File: src/rtl/checksum_unit_if.sv
// RAM-side and request/result signals of checksum_unit.
// slave = the checksum engine, master = requester plus RAM model.
interface checksum_unit_if;
    localparam int unsigned ADR_W  = 4;
    localparam int unsigned DATA_W = 8;

    logic              start;
    logic [ADR_W-1:0]  len;
    logic [ADR_W-1:0]  ram_adr;
    logic [DATA_W-1:0] ram_rdata;
    logic              ram_we;
    logic [DATA_W-1:0] ram_wdata;
    logic [DATA_W-1:0] checksum;
    logic              busy;
    logic              done;

    modport slave (
        input  start, len, ram_rdata,
        output ram_adr, ram_we, ram_wdata, checksum, busy, done
    );

    modport master (
        output start, len, ram_rdata,
        input  ram_adr, ram_we, ram_wdata, checksum, busy, done
    );
endinterface

File: src/rtl/checksum_unit.sv
// One's-complement checksum over RAM bytes 0..len-1 read from a 16x8 synchronous RAM.
// Define CHECKSUM_WRITEBACK_EN to store the result at RAM[len] after the data.
module checksum_unit (
    input  logic            clk,
    input  logic            reset,
    checksum_unit_if.slave  bus
);
    localparam int unsigned ADR_W  = 4;
    localparam int unsigned DATA_W = 8;

    typedef enum logic [2:0] {
        IDLE  = 3'd0,
        RUN   = 3'd1,
        FLUSH = 3'd2,
`ifdef CHECKSUM_WRITEBACK_EN
        WRITE = 3'd3,
`endif
        DONE  = 3'd4
    } state_t;

    state_t             state_q, state_d;
    logic [ADR_W-1:0]   len_q, len_d;
    logic [ADR_W-1:0]   adr_q, adr_d;
    logic [DATA_W-1:0]  sum_q, sum_d;
    logic [DATA_W-1:0]  cs_q, cs_d;
    logic               busy_q, busy_d;
    logic               done_q, done_d;
    logic [DATA_W-1:0]  sum_add;
`ifdef CHECKSUM_WRITEBACK_EN
    logic               we_q, we_d;
    logic [DATA_W-1:0]  wdata_q, wdata_d;
`endif

    // 8-bit add with end-around carry
    function automatic logic [DATA_W-1:0] oc_add(input logic [DATA_W-1:0] a,
                                                 input logic [DATA_W-1:0] b);
        logic [DATA_W:0] s;
        s = (DATA_W+1)'(a) + (DATA_W+1)'(b);
        return s[DATA_W-1:0] + DATA_W'(s[DATA_W]);
    endfunction

    assign sum_add = oc_add(sum_q, bus.ram_rdata);

    always_ff @(posedge clk or negedge reset) begin
        if (!reset) begin
            state_q <= IDLE;
            len_q   <= '0;
            adr_q   <= '0;
            sum_q   <= '0;
            cs_q    <= '0;
            busy_q  <= 1'b0;
            done_q  <= 1'b0;
`ifdef CHECKSUM_WRITEBACK_EN
            we_q    <= 1'b0;
            wdata_q <= '0;
`endif
        end else begin
            state_q <= state_d;
            len_q   <= len_d;
            adr_q   <= adr_d;
            sum_q   <= sum_d;
            cs_q    <= cs_d;
            busy_q  <= busy_d;
            done_q  <= done_d;
`ifdef CHECKSUM_WRITEBACK_EN
            we_q    <= we_d;
            wdata_q <= wdata_d;
`endif
        end
    end

    // Next state and next registered outputs; read data lags the address by one cycle
    always_comb begin
        state_d = state_q;
        len_d   = len_q;
        adr_d   = adr_q;
        sum_d   = sum_q;
        cs_d    = cs_q;
        busy_d  = busy_q;
        done_d  = 1'b0;
`ifdef CHECKSUM_WRITEBACK_EN
        we_d    = 1'b0;
        wdata_d = wdata_q;
`endif
        case (state_q)
            IDLE: begin
                if (bus.start) begin
                    len_d = bus.len;
                    sum_d = '0;
                    adr_d = '0;
                    if (bus.len == ADR_W'(0)) begin
                        cs_d    = 8'hFF;
                        done_d  = 1'b1;
                        state_d = DONE;
                    end else begin
                        busy_d  = 1'b1;
                        state_d = RUN;
                    end
                end
            end
            RUN: begin
                // First RUN cycle has no valid read data yet
                if (adr_q != ADR_W'(0)) begin
                    sum_d = sum_add;
                end
                if (adr_q == ADR_W'(len_q - ADR_W'(1))) begin
                    state_d = FLUSH;
                end else begin
                    adr_d = ADR_W'(adr_q + ADR_W'(1));
                end
            end
            FLUSH: begin
                sum_d = sum_add;
                cs_d  = ~sum_add;
`ifdef CHECKSUM_WRITEBACK_EN
                adr_d   = len_q;
                we_d    = 1'b1;
                wdata_d = ~sum_add;
                state_d = WRITE;
`else
                busy_d  = 1'b0;
                done_d  = 1'b1;
                state_d = DONE;
`endif
            end
`ifdef CHECKSUM_WRITEBACK_EN
            WRITE: begin
                busy_d  = 1'b0;
                done_d  = 1'b1;
                state_d = DONE;
            end
`endif
            DONE: begin
                state_d = IDLE;
            end
            default: begin
                state_d = IDLE;
            end
        endcase
    end

    assign bus.ram_adr  = adr_q;
    assign bus.checksum = cs_q;
    assign bus.busy     = busy_q;
    assign bus.done     = done_q;
`ifdef CHECKSUM_WRITEBACK_EN
    assign bus.ram_we    = we_q;
    assign bus.ram_wdata = wdata_q;
`else
    assign bus.ram_we    = 1'b0;
    assign bus.ram_wdata = 8'h00;
`endif
endmodule
File: src/flat_wrapper.sv
// flat-port wrapper written by rule: the top's interface ports become plain ports
module checksum_unit_flat 
  (clk, reset, bus_start, bus_len, bus_ram_rdata, bus_ram_adr, bus_ram_we, bus_ram_wdata, bus_checksum, bus_busy, bus_done);
  checksum_unit_if bus_i ();
  input  logic clk;
  input  logic reset;
  input wire logic [$bits(bus_i.start)-1:0] bus_start;
  input wire logic [$bits(bus_i.len)-1:0] bus_len;
  input wire logic [$bits(bus_i.ram_rdata)-1:0] bus_ram_rdata;
  output wire logic [$bits(bus_i.ram_adr)-1:0] bus_ram_adr;
  output wire logic [$bits(bus_i.ram_we)-1:0] bus_ram_we;
  output wire logic [$bits(bus_i.ram_wdata)-1:0] bus_ram_wdata;
  output wire logic [$bits(bus_i.checksum)-1:0] bus_checksum;
  output wire logic [$bits(bus_i.busy)-1:0] bus_busy;
  output wire logic [$bits(bus_i.done)-1:0] bus_done;
  assign bus_i.start = bus_start;
  assign bus_i.len = bus_len;
  assign bus_i.ram_rdata = bus_ram_rdata;
  assign bus_ram_adr = bus_i.ram_adr;
  assign bus_ram_we = bus_i.ram_we;
  assign bus_ram_wdata = bus_i.ram_wdata;
  assign bus_checksum = bus_i.checksum;
  assign bus_busy = bus_i.busy;
  assign bus_done = bus_i.done;
  checksum_unit u_core (.clk(clk), .reset(reset), .bus(bus_i));
endmodule
File: config.mk
export PLATFORM = sky130hd
export DESIGN_NAME = checksum_unit_flat
export DESIGN_NICKNAME = d
export VERILOG_FILES = /design/src/rtl/checksum_unit_if.sv /design/src/rtl/checksum_unit.sv /design/src/flat_wrapper.sv
export SDC_FILE = /design/constraint.sdc
export NUM_CORES = 1
export LEC_CHECK = 0
export ABC_CLOCK_PERIOD_IN_PS = 3400
export BUFFER_PORTS_ARGS = -buffer_cell sky130_fd_sc_hd__buf_4
export CAP_MARGIN = 10
export CORE_UTILIZATION = 33
export DETAILED_ROUTE_END_ITERATION = 8
export GPL_TIMING_DRIVEN = 0
export PLACE_DENSITY = 0.52
export SETUP_SLACK_MARGIN = 0.1
export SYNTH_ARGS = -nofsm -noshare
export SYNTH_HDL_FRONTEND = slang
export SYNTH_SLANG_ARGS = --single-unit
File: constraint.sdc
create_clock -name clk -period 3.4 [get_ports clk]
set_input_delay 0.34 -clock clk [delete_from_list [all_inputs] [get_ports clk]]
set_output_delay 0.34 -clock clk [all_outputs]
set_load 0.02 [all_outputs]
### Word level (Yosys, flattened, before mapping)

Index checks and enable logic that the tools add are counted.

| word-level totals | value |
|---|---|
| bits in registers | 29 |
| input bits | 15 |
| output and inout bits | 23 |
| word-level logic and storage cells | 52 |

| operators by class | value |
|---|---|
| add/subtract/negate cells | 4 |
| eq/ne operators | 9 |
| muxes and demuxes | 19 |
| bitwise gates (word level) | 1 |
| reductions and logical operators | 12 |

Operators with widths:

| kind | count |
|---|---|
| two-way mux 8 bit | 4 |
| one-hot mux 8 bit (3 select lines) | 1 |
| one-hot mux 8 bit (2 select lines) | 1 |
| AND reduction 3 bit | 4 |
| adder 8 x 8 -> 9 bit | 1 |
| two-way mux 3 bit | 3 |
| one-hot mux 3 bit (3 select lines) | 1 |
| adder 8 x 1 -> 8 bit | 1 |
| two-way mux 4 bit | 2 |
| NOT 8 bit | 1 |
| one-hot mux 4 bit (2 select lines) | 1 |
| != test 2 x 1 -> 1 bit, second input constant | 3 |
| != test 2 bit, second input constant | 3 |
| adder 4 x 1 -> 4 bit, second input constant | 1 |
| == test 4 bit | 1 |
| zero test 4 bit | 1 |
| two-way mux 1 bit | 4 |
| one-hot mux 1 bit (2 select lines) | 2 |
| AND reduction 2 bit | 2 |
| nonzero test 2 bit | 2 |
| nonzero test 4 bit | 1 |
| subtractor 4 x 1 -> 4 bit, second input constant | 1 |
| == test 3 x 1 -> 1 bit, second input constant | 1 |
| == test 3 x 2 -> 1 bit, second input constant | 1 |
| 2 further kinds | 2 |

### Longest topological paths before layout

| depth | value |
|---|---|
| depth after elaboration | 4 |
| mapped depth | 13 |
| depth with buffers taken out | 13 |

### Least setup slack after synthesis

Ideal clock, no wire load.

| path | value |
|---|---|
| path kind | flip-flop to flip-flop |
| start point | reg u_core.sum_q[0] |
| end point | reg u_core.cs_q[6] (netlist: u_core.bus.checksum[6]) |
| library setup time | 0.123 ns |
| arrival | 2.712 ns |
| data required time | 3.277 ns |
| slack | 0.565 ns |
| cell stages (with the launch flop) | 14 |
| path buffers | 0 |
| cell sequence | dfrtp_1 ha_1 fa_1 a211oi_1 o21bai_1 a21oi_1 nor2b_1 o21ai_0 nand2b_1 ha_1 ha_1 and3_1 a311o_1 o221a_2 |

| on the way | value |
|---|---|
| longest elaborated chain between the ends | 4 |

Ends and longest elaborated chain:

| what | RTL line | RTL |
|---|---|---|
| start, declared | checksum_unit.sv:24 | `logic [DATA_W-1:0] sum_q, sum_d;` |
| start signal, assigned | checksum_unit.sv:61 | `sum_q <= sum_d;` |
| adder 8 x 8 -> 9 bit | checksum_unit.sv:38 | `s = (DATA_W+1)'(a) + (DATA_W+1)'(b);` |
| adder 8 x 1 -> 8 bit | checksum_unit.sv:39 | `return s[DATA_W-1:0] + DATA_W'(s[DATA_W]);` |
| NOT 8 bit | checksum_unit.sv:114 | `cs_d = ~sum_add;` |
| one-hot mux 8 bit (2 select lines) | checksum_unit.sv:85 | `case (state_q)` |
| end signal, assigned | checksum_unit.sv:62 | `cs_q <= cs_d;` |
| end, declared | checksum_unit.sv:25 | `logic [DATA_W-1:0] cs_q, cs_d;` |

Every way passes these cells.
A chain may end at the register's enable or synchronous reset.

### Final worst setup path

Same ends and word-level chain as after synthesis.

==> out/summary.txt <==
outcome - finished with violations
failing checks - hold timing
Die Span Y - 75.4 um
register area share after synthesis - 40.8%
Row Count - 26
synth cell count leaders - 29 x dfrtp_1, 23 x nand2_1, 13 x ha_1
clk_lat worst skew - 0.27 ns
# DRC - 0
Reg2Reg Launch Point - u_core.sum_q[0]$_DFFE_PN0P_
Synth area leaders - dfrtp_1 41%, ha_1 9.2%, xor2_1 4.9%
Critical Path Start Type - register
Die Area - 5680 um2
placed cells - 283
num ports - 38
Final Critical Period - 3.09 ns
R2R Setup Slk - 0.31 ns
CTS tree - done
Via density - 4.71
Yosys top cell area share - 40.8%
FF+latch area - 726 um2
Synth-to-Final Area Change - 24.4%
hold_buf cts - 0
Placer Congestion - 0.761
Synth Flop Type - dfrtp_1
Most common cell on crit path - ha_1
critical path class - reg -> reg
mapped cell area - 1780 um2
ant diodes - 0
maximum VDD drop - 418 uV
filler instances - 558
Worst-path clk slew - 0.06 ns
post-detail-place hpwl - 2820 um
multi-input combinational cell area - 983 um2
Slew headroom - 43.5%
WP data required - 3.56 ns
Reg2Reg Depth - 13
Synth Register Bits - 29
CTS Buf Count - 5
max frequency - 324 MHz
worst slew pin tran - 0.846 ns
most frequent cell after synthesis - dfrtp_1
skew final - 0.00577 ns
antenna violations before repair - 0
worst hold margin - -0.0208 ns
Nets - 249
Final Hold Violating Endpoints - 29
Post-synth EDFFs - 0
core area - 5140 um2
sequence of cells on the critical path - ha_1 -> fa_1 -> a211oi_1 -> o21bai_1 -> a21oi_2 -> nor2b_1 -> o21ai_0 -> nand2b_1 -> ha_1 -> ha_1 -> and3_1 -> a311o_1 -> o221a_2
gr ovfl total - 0
async set or reset register ratio after synthesis - 100%
Max stage delay on crit path - 0.42 ns
DRT Wirelength - 3680 um
gate count after technology mapping - 177
distinct cell type count after synthesis - 46
RR Endpoint - u_core.bus.checksum[6]$_DFFE_PN0P_
buffer depth of the longest clock path - 2
period utilisation layout - 90.8%
Worst path slowest cell - fa_1
DR iter-0 viols - 50
crit path to - u_core.bus.checksum[6]$_DFFE_PN0P_
LEAKAGE - 1.06 nW
Avg Cell Area, Syn - 10.0 um2
Worst EP arrival - 3.24 ns
Layout Cells excl Fill - 291
die extent in x - 75.4 um
per-cell routed wire length - 12.6 um
CTS Sinks - 29
post-route ant nets - 0
synth warn - 0
CTS root buffer - clkbuf_8
Setup crit start - u_core.sum_q[0]$_DFFE_PN0P_
gr usage total - 15.3%
final setup violation count - 0
Max H-tree Level - 2
worst min-delay path class - in -> async
setup total negative slack - 0 ns
leading area contributor after synthesis - dfrtp_1
effective utilization at floorplan - 34.6%
Via Count - 1370
RSZ-0062 raised after global routing - no
max cap viols - 0
vias in the first global route - 1347
layout cells sized above 1 - 26.2%
Pre-Repair DR Iteration Count - 4
Port Buffers - 28
global-route wire length before repair - 6320 um
pin count of the biggest net entering global routing - 30
PwrDens - 954 nW/um2
Worst Path Max Fanout - 4
max-slew violations - 0
endpoint type of the worst setup path - register
-- layout by cell type, fill, tap and decap left out, types with 2 or more instances in the layout --
master,netlist,routed
ha_1,13,13
xnor2_1,7,7
a21o_1,4,4
o21ai_0,9,9
nand2b_1,3,3
and3_1,2,2
a22o_1,3,3
a311o_1,2,2
o31ai_1,2,2
xor2_1,10,10
clkbuf_8,0,7
clkbuf_1,3,3
nor2_1,10,10
a21oi_1,8,7
conb_1,1,9
inv_1,6,6
o21bai_1,2,2
nand2_1,23,23
dfrtp_1,29,29
o22a_1,3,3
a21oi_2,1,2
nand4_1,2,2
a211oi_1,2,2
buf_4,9,37
-- layout make-up --
cell class,instances,area share [%]
Buffer,12,3.57
Clock buffer,7,4.36
Clock inverter,1,0.227
Inverter,6,1.02
Multi-Input combinational cell,138,44.5
Sequential cell,29,32.8
Tap cell,70,3.96
Timing Repair Buffer,28,9.51
-- metrics by stage --
stage	setup slack [ns]	power (mW)	area (um2)	utilization (%)	hold WS, ns
3_3_place_gp	0.158	1.81	2100	40.9	0.298
3_5_place_dp	0.181	1.82	2100	40.9	0.298
2_1_floorplan	0.565	1.48	1810	-	0.0444
6_report	0.313	2.11	2210	43.0	-0.0208
5_1_grt	0.131	2.32	2210	43.0	0.00254
4_1_cts	0.238	2.14	2210	42.9	0.000130
-- logic make-up after synthesis --
kind of cell,share of synthesized area [%]
flip-flops,40.8
AND/OR/NAND/NOR,14.6
multiplexers,0.563
other,0.211
adder cells (fa/ha/maj),10.3
AO/OA/AOI/OAI,18.5
XOR/XNOR,9.30
buffers and inverters,5.70
-- metal layers --
layer  vias to the layer above  global-route usage [%]  wire (um)  share of wire, %
met4                         0                    4.94         42               1.1
met5                         -                       0          0                 0
li1                        692                       -          -                 -
met2                        31                    25.0       1790                49
met1                       643                    20.0       1690                46
met3                         4                    3.70        158               4.3
-- what timing repair did --
| action | in CTS | in global routing |
|---|---|---|
| setup endpoints to repair | 0 | 1 |
| hold endpoints to repair | 0 | 0 |
| setup buffers | 0 | 0 |
| gates resized for setup | 0 | 1 |
-- worst max-delay path, delay by kind of cell, from the launching register on --
family	cells	cell delay, ns
AO/OA/AOI/OAI	6	1.14
adder cells (fa/ha/maj)	4	1.06
flip-flops	1	0.38
AND/OR/NAND/NOR	3	0.38
-- power by group --
part           internal (mW)  total (mW)  switching (mW)
clock network          0.183       0.307           0.125
logic                  0.516        1.18           0.668
registers              0.499       0.619           0.120
-- flip-flops by register name (all words and copies together) (netlist names) --
name,cells
u_core.bus.busy,1
u_core.bus.checksum,8
u_core.state_q,3
u_core.sum_q,8
u_core.len_q,4
u_core.bus.ram_adr,4
u_core.bus.done,1
-- worst min-delay path by stage --
stage	start	end	slack, ns	cells past startpoint
finish	reset	u_core.state_q[1]$_DFFE_PN0P_	-0.02	1
global route	reset	u_core.state_q[1]$_DFFE_PN0P_	0.003	1
CTS	reset	u_core.bus.ram_adr[2]$_DFFE_PN0P_	0.0001	1
detailed placement	reset	u_core.bus.busy$_DFFE_PN0P_	0.30	1
global placement	reset	u_core.bus.ram_adr[0]$_DFFE_PN0P_	0.30	1
floorplan	reset	u_core.bus.busy$_DFFE_PN0P_	0.04	0
No activity file was read; power rests on OpenSTA's default activity.
